## src/rtl/silly_pkg.sv

```systemverilog
// Shared types and sizes for the silly gate truth-table sweep controller.
package silly_pkg;

    localparam int NUM_VECTORS = 8;
    localparam int IDX_W       = 3;
    localparam int ERR_W       = 4;
    localparam int SETTLE_W    = 4;

    typedef enum logic [1:0] {
        ST_IDLE   = 2'd0,
        ST_DRIVE  = 2'd1,
        ST_SAMPLE = 2'd2,
        ST_DONE   = 2'd3
    } state_e;

endpackage

```

## src/rtl/silly_sweep_ctrl.sv

```systemverilog
// Sweeps {a,b,c} through all eight vectors, checks y/z against expected
// tables and reports error count, first failing index and pass.
module silly_sweep_ctrl
    import silly_pkg::*;
#(
    parameter int SETTLE_CYCLES = 1
) (
    input  logic             clk,
    input  logic             reset,
    input  logic             start,
    input  logic [7:0]       exp_y,
    input  logic [7:0]       exp_z,
    output logic             a,
    output logic             b,
    output logic             c,
    input  logic             y,
    input  logic             z,
    output logic             busy,
    output logic             done,
    output logic             pass,
    output logic [ERR_W-1:0] err_count,
    output logic [IDX_W-1:0] first_fail_idx,
    output logic             fail_valid
);

    // state     | meaning
    // ST_IDLE   | waiting for start, results held
    // ST_DRIVE  | vector idx applied, settle counter running down
    // ST_SAMPLE | compare y/z against expected bits for idx
    // ST_DONE   | one-cycle done pulse, then back to idle

    localparam logic [SETTLE_W-1:0] SETTLE_LOAD = SETTLE_W'(SETTLE_CYCLES - 1);
    localparam logic [ERR_W-1:0]    ERR_MAX     = ERR_W'(NUM_VECTORS);
    localparam logic [IDX_W-1:0]    IDX_LAST    = IDX_W'(NUM_VECTORS - 1);

    state_e              state_q, state_d;
    logic [IDX_W-1:0]    idx_q, idx_d;
    logic [SETTLE_W-1:0] settle_q, settle_d;
    logic [ERR_W-1:0]    err_q, err_d;
    logic [IDX_W-1:0]    ffi_q, ffi_d;
    logic                fv_q, fv_d;
    logic                pass_q, pass_d;
    logic                mismatch;

    assign mismatch = (y != exp_y[idx_q]) || (z != exp_z[idx_q]);

    always_comb begin
        state_d  = state_q;
        idx_d    = idx_q;
        settle_d = settle_q;
        err_d    = err_q;
        ffi_d    = ffi_q;
        fv_d     = fv_q;
        pass_d   = pass_q;
        case (state_q)
            ST_IDLE: begin
                if (start) begin
                    state_d  = ST_DRIVE;
                    idx_d    = '0;
                    settle_d = SETTLE_LOAD;
                    err_d    = '0;
                    ffi_d    = '0;
                    fv_d     = 1'b0;
                    pass_d   = 1'b0;
                end
            end
            ST_DRIVE: begin
                if (settle_q == '0) begin
                    state_d = ST_SAMPLE;
                end else begin
                    settle_d = settle_q - 1'b1;
                end
            end
            ST_SAMPLE: begin
                if (mismatch) begin
                    if (err_q != ERR_MAX) begin
                        err_d = err_q + 1'b1;
                    end
                    if (!fv_q) begin
                        fv_d  = 1'b1;
                        ffi_d = idx_q;
                    end
                end
                // pass is resolved here so it is already valid alongside done
                if (idx_q == IDX_LAST) begin
                    state_d = ST_DONE;
                    pass_d  = (err_d == '0);
                end else begin
                    state_d  = ST_DRIVE;
                    idx_d    = idx_q + 1'b1;
                    settle_d = SETTLE_LOAD;
                end
            end
            ST_DONE: begin
                state_d = ST_IDLE;
            end
            default: begin
                state_d = ST_IDLE;
            end
        endcase
    end

    always_ff @(posedge clk) begin
        if (reset) begin
            state_q  <= ST_IDLE;
            idx_q    <= '0;
            settle_q <= '0;
            err_q    <= '0;
            ffi_q    <= '0;
            fv_q     <= 1'b0;
            pass_q   <= 1'b0;
        end else begin
            state_q  <= state_d;
            idx_q    <= idx_d;
            settle_q <= settle_d;
            err_q    <= err_d;
            ffi_q    <= ffi_d;
            fv_q     <= fv_d;
            pass_q   <= pass_d;
        end
    end

    assign {a, b, c}      = ((state_q == ST_DRIVE) || (state_q == ST_SAMPLE)) ? idx_q : '0;
    assign busy           = (state_q != ST_IDLE);
    assign done           = (state_q == ST_DONE);
    assign pass           = pass_q;
    assign err_count      = err_q;
    assign first_fail_idx = ffi_q;
    assign fail_valid     = fv_q;

endmodule

```

## config.mk

```make
export PLATFORM = sky130hd
export DESIGN_NAME = silly_sweep_ctrl
export DESIGN_NICKNAME = d
export VERILOG_FILES = /design/src/rtl/silly_pkg.sv /design/src/rtl/silly_sweep_ctrl.sv
export SDC_FILE = /design/constraint.sdc
export NUM_CORES = 1
export LEC_CHECK = 0
export CAP_MARGIN = 0
export CORE_ASPECT_RATIO = 0.75
export CORE_UTILIZATION = 40
export CTS_BUF_LIST = sky130_fd_sc_hd__clkbuf_4 sky130_fd_sc_hd__clkbuf_8
export DETAILED_ROUTE_END_ITERATION = 8
export GPL_TIMING_DRIVEN = 1
export PLACE_DENSITY = 0.66
export RECOVER_POWER = 50
export SYNTH_ARGS = -nofsm -noshare
export SYNTH_HDL_FRONTEND = slang
export SYNTH_SLANG_ARGS = --single-unit
```

## constraint.sdc

```tcl
create_clock -name clk -period 2.45 [get_ports clk]
set_input_delay 0.3675 -clock clk [delete_from_list [all_inputs] [get_ports clk]]
set_output_delay 0.3675 -clock clk [all_outputs]
set_load 0.05 [all_outputs]
```

After elaboration in Yosys (flattened, before gate mapping)
Cells that the tools add are included.
{"block": "totals", "output_inout_bits": 14, "word_cells": 68, "register_bits": 18, "in_bits": 21}
{"block": "classes", "muxes": 28, "n_reduce_logical": 15, "eq_ne": 14, "order_cmp": 1, "n_addsub": 3}
{"cell": "4-bit 2-to-1 mux", "n": 6}
{"cell": "3-bit 2-to-1 mux", "n": 5}
{"cell": "2-bit != test, second input constant", "n": 7}
{"cell": "3-bit one-hot mux with 2 select lines", "n": 2}
{"cell": "4-bit one-hot mux with 3 select lines", "n": 1}
{"cell": "3-bit AND reduction", "n": 3}
{"cell": "4-bit logical NOT", "n": 2}
{"cell": "2-bit one-hot mux with 4 select lines", "n": 1}
{"cell": "4-bit one-hot mux with 2 select lines", "n": 1}
{"cell": "4-bit AND reduction", "n": 2}
{"cell": "1-bit binary-select mux with 3-bit select", "n": 2}
{"cell": "2-bit 2-to-1 mux", "n": 3}
{"cell": "1-bit 2-to-1 mux", "n": 5}
{"cell": "4-bit by 1-bit adder with 4-bit output, second input constant", "n": 1}
{"cell": "2-bit == test, second input constant", "n": 2}
{"cell": "3-bit by 4-bit < comparator with 1-bit output, second input constant", "n": 1}
{"cell": "4-bit != test, second input constant", "n": 1}
{"cell": "1-bit one-hot mux with 2 select lines", "n": 2}
{"cell": "2-bit AND reduction", "n": 2}
{"cell": "2-bit nonzero test", "n": 2}
{"cell": "4-bit by 1-bit subtractor with 4-bit output, second input constant", "n": 1}
{"cell": "3-bit by 1-bit adder with 3-bit output, second input constant", "n": 1}
{"cell": "3-bit == test, second input constant", "n": 1}
{"cell": "3-bit nonzero test", "n": 1}
{"cell": "4 further kinds", "n": 6}

Logic depth before layout (Yosys ltp)
{"block": "logic_depth", "word_depth": 9, "ltp_mapped": 8}

Worst setup path after synthesis
Ideal clock, no wire load.
{"block": "synth_timing", "path_type": "in2reg", "from": "in exp_y[0]", "to": "reg err_q[2] (netlist: err_count[2])", "path_buffers": 1, "arrival_ns": 1.807, "slack_ns": 0.514, "setup_time_ns": 0.129, "t_required_ns": 2.321, "stages": 7, "path_cell_list": "nor2b_1 a2111oi_1 or4_4 nand4_4 buf_8 a32oi_1 o31ai_2"}
{"block": "synth_via", "elab_chain_len": 7}
{"item": "from (decl)", "line": "silly_sweep_ctrl.sv:11", "rtl": "input logic [7:0] exp_y,"}
{"item": "1-bit binary-select mux with 3-bit select", "line": "silly_sweep_ctrl.sv:45", "rtl": "assign mismatch = (y != exp_y[idx_q]) || (z != exp_z[idx_q]);"}
{"item": "1-bit 2-to-1 mux (not written as such)", "line": "silly_sweep_ctrl.sv:45"}
{"item": "1-bit != test", "line": "silly_sweep_ctrl.sv:45"}
{"item": "1-bit logical OR", "line": "silly_sweep_ctrl.sv:45"}
{"item": "4-bit 2-to-1 mux", "line": "silly_sweep_ctrl.sv:75", "rtl": "if (mismatch) begin"}
{"item": "4-bit 2-to-1 mux", "line": "silly_sweep_ctrl.sv:55", "rtl": "case (state_q)"}
{"item": "4-bit one-hot mux with 2 select lines", "line": "silly_sweep_ctrl.sv:55"}
{"item": "to (signal assigned)", "line": "silly_sweep_ctrl.sv:116", "rtl": "err_q <= err_d;"}
{"item": "to (decl)", "line": "silly_sweep_ctrl.sv:39", "rtl": "logic [ERR_W-1:0] err_q, err_d;"}
No other way between the ends. The select of a mux whose other input is x is not followed.
A chain may end at the register's enable or synchronous reset.

Worst setup path after layout
{"block": "layout_timing", "from": "reg idx_q[0]", "to": "reg err_q[1] (netlist: err_count[1])"}
{"block": "layout_via", "elab_chain_len": 7}
{"item": "from (decl)", "line": "silly_sweep_ctrl.sv:37", "rtl": "logic [IDX_W-1:0] idx_q, idx_d;"}
{"item": "from (signal assigned)", "line": "silly_sweep_ctrl.sv:114", "rtl": "idx_q <= idx_d;"}
{"item": "1-bit binary-select mux with 3-bit select", "line": "silly_sweep_ctrl.sv:45"}
{"item": "1-bit 2-to-1 mux (not written as such)", "line": "silly_sweep_ctrl.sv:45"}
{"item": "1-bit != test", "line": "silly_sweep_ctrl.sv:45"}
{"item": "1-bit logical OR (*)", "line": "silly_sweep_ctrl.sv:45"}
{"item": "4-bit 2-to-1 mux (*)", "line": "silly_sweep_ctrl.sv:75"}
{"item": "4-bit 2-to-1 mux (*)", "line": "silly_sweep_ctrl.sv:55"}
{"item": "4-bit one-hot mux with 2 select lines (*)", "line": "silly_sweep_ctrl.sv:55"}
Mark *: on every way between the ends. The rest lies on a longest branch, timed or not. The select of a mux whose other input is x is not followed.

==> impl_metrics.ini <==
[sta]
clock-skew-final_ns = 0.00335
slew_headroom_pct = 59.8
tightest_slew_ns = 0.605
hold_viol = 0
finalCritPeriodShare_pct = 91.9
finalCriticalPeriod_ns = 2.25
maxSlewViolCount = 0
setup_viol = 0
rsz0062_at_grt = false
fmax_ghz = 0.444

[synth]
synth_seq_cells = 18
synth.distinct_cells = 55
async_flop_share_pct = 0
synthFlopType = dfxtp_1
synth_warnings = 0
syn_inst = 174
synth-edff-count = 0
syn-num-nets = 206
avgSynthCellArea_um2 = 8.53
yosysSeqAreaShare_pct = 24.3
synth_area_um2 = 1480

[global_route]
grt_pass1_wl_mm = 6.01
grt_start_max_net_pins = 14
grt_pass1_vias = 1347
antenna_found_initial = 0
grt_use_total_pct = 20.1
gr-total-overflow = 0

[drt]
drcViolationCount = 0
ant_nets = 0
avgViaCountPerCell = 5.46
num_vias = 1430
dr.pass1.iters = 4
drt_iter0_markers = 83
routed_wl_mm = 3.80
wl_per_cell_um = 14.5

[floorplanning]
dieArea_um2 = 3960
die_y_um = 54.8
ios = 35
dieWidth_um = 72.3
initial_core_util_pct = 43.3
coreArea_um2 = 3420
std_cell_rows = 18

[worst_hold_path]
hold_start = pass
worstHoldPathCells = 2
hold_end = pass
hold_class = reg2reg

[clocking]
cts-root-buf = clkbuf_8
tritoncts = yes
clk_pin_slew_ns = 0.07
insertion_delay_ns = 0.25
clockBufferDepth = 2
numCtsBuffers = 3
cts_htree_levels = 1
cts-hold-fix-buffers = 0
clock_sinks = 18

[setup_path]
cp.required_ns = 2.63
path_cells = mux2i_1, and3_4, or4_4, nand4_4, mux2_1, a21oi_1
cpMaxStageDelayCell = dfxtp_1
r2r-start = idx_q[0]
cp_slowest_stage_delay_ns = 0.59
ff2ff_path_depth = 6
reg2reg_slack_ns = 0.20
critical_path_arrival_ns = 2.43
cp_max_fo = 11
timing.rr.end = err_count[1]
endpoint_kind = register
crit_type = reg2reg
critPathLaunchType = register

[power_and_ir_drop]
pwr_density_cell_nw_per_um2 = 422
power.total_mw = 0.807
ir_drop_uv = 220
p_leak_nw = 0.737

[flow_run]
drv_cap = 0

[final_layout]
antenna_cells = 0
nets = 246
fin_util_pct = 55.9
areaGrowthSynthToFinish_pct = 29.0
layout-drive-gt1-share_pct = 14.2
layout_common_cells = clkdlybuf4s50_1, dfxtp_1, a21oi_1, nor2_1, inv_1
layout_commonest_cell = clkdlybuf4s50_1

[place]
globalplace.congestion = 0.798
buffer_ports.inserted = 34
hpwlAfterDp_mm = 2.87

[status]
outcome = complete, no violations
[cells in the mapped netlist (2+ instances only)]
library cell	number	area, µm²
nor3b_1	2	15.0
and3_1	3	18.8
nor2_1	13	48.8
dfxtp_1	18	360
nand2b_1	6	37.5
ha_1	11	138
inv_1	12	45.0
nor3_1	7	35.0
nand3b_1	2	15.0
a21o_1	3	22.5
mux2_1	3	33.8
nor4_1	3	18.8
mux2i_1	4	40.0
a21oi_2	4	35.0
a22o_1	3	26.3
mux2_2	3	33.8
a21oi_1	13	65.1
a211oi_1	4	30.0
a22oi_1	2	15.0
clkbuf_1	4	15.0
o31ai_2	2	25.0
and2_1	4	25.0
nand2_1	10	37.5
nor2b_1	6	37.5
nand4b_1	2	17.5
[per-layer routing]
| layer | vias up | GRT usage (%) | wire length (µm) |
|---|---|---|---|
| met4 | 0 | 6.86 | 29 |
| met1 | 669 | 25.6 | 1850 |
| met2 | 40 | 34.7 | 1700 |
| li1 | 717 | - | - |
| met5 | - | 0 | 0 |
| met3 | 4 | 3.68 | 219 |
[power breakdown]
part | internal, mW | leakage, nW | switching [mW]
Clock | 0.109 | 0.0216 | 0.100
Sequential | 0.301 | 0.145 | 0.0146
Combinational | 0.118 | 0.570 | 0.165
[logic make-up after synthesis]
logic type	count (synthesis)	synth area share, %
muxes	11	8.26
xor gates and xnor gates	1	0.590
adders and majority gates	11	9.27
and+or+nand+nor	65	25.7
DFF	18	24.3
buffers and inverters	19	6.32
AOI/OAI and AO/OA	49	25.5
[cell type report]
| type | instances | area (µm²) |
|---|---|---|
| multi-input combinational | 137 | 1030 |
| clock buffer | 3 | 41.3 |
| timing repair buffer | 42 | 375 |
| fill | 322 | 1510 |
| sequential | 18 | 360 |
| inverter | 12 | 45.0 |
| tap | 50 | 62.6 |
[critical path: cells and delay by family, from the launching register on]
kind            cells  cell delay (ns)
compound gates      1             0.16
flops               1             0.59
simple gates        3             0.94
mux                 2             0.48
[registers in the layout (all words and copies together) (netlist names)]
register	count
idx_q	3
pass	1
err_count	4
first_fail_idx	3
fail_valid	1
state_q	2
settle_q	4
[worst max-delay path by stage]
stage,start,endpoint,slack [ns]
6_report,idx_q[0],err_count[1],0.20
5_1_grt,idx_q[0],idx_q[2],0.08
4_1_cts,state_q[0],busy,0.09
3_5_place_dp,exp_y[0],err_count[1],-0.007
3_3_place_gp,exp_y[0],first_fail_idx[2],0.02
2_1_floorplan,exp_y[0],err_count[2],0.51
[repair_timing]
action / 4_1_cts / 5_1_grt
resized for setup: 0 / 1
setup buffers: 0 / 0
setup endpoints to repair: 0 / 1
[metrics by stage]
step	setup WS, ns	TNS [ns]	std cells	hold WS, ns	instance area (µm²)
6_report	0.198	0	262	0.508	1910
5_1_grt	0.0848	0	262	0.526	1910
4_1_cts	0.0867	0	262	0.516	1930
3_5_place_dp	-0.00736	-0.00786	259	0.507	1890
3_3_place_gp	0.0153	0	259	0.490	1890
2_1_floorplan	0.514	0	174	0.467	1480
(Power assumes the default switching activity.)
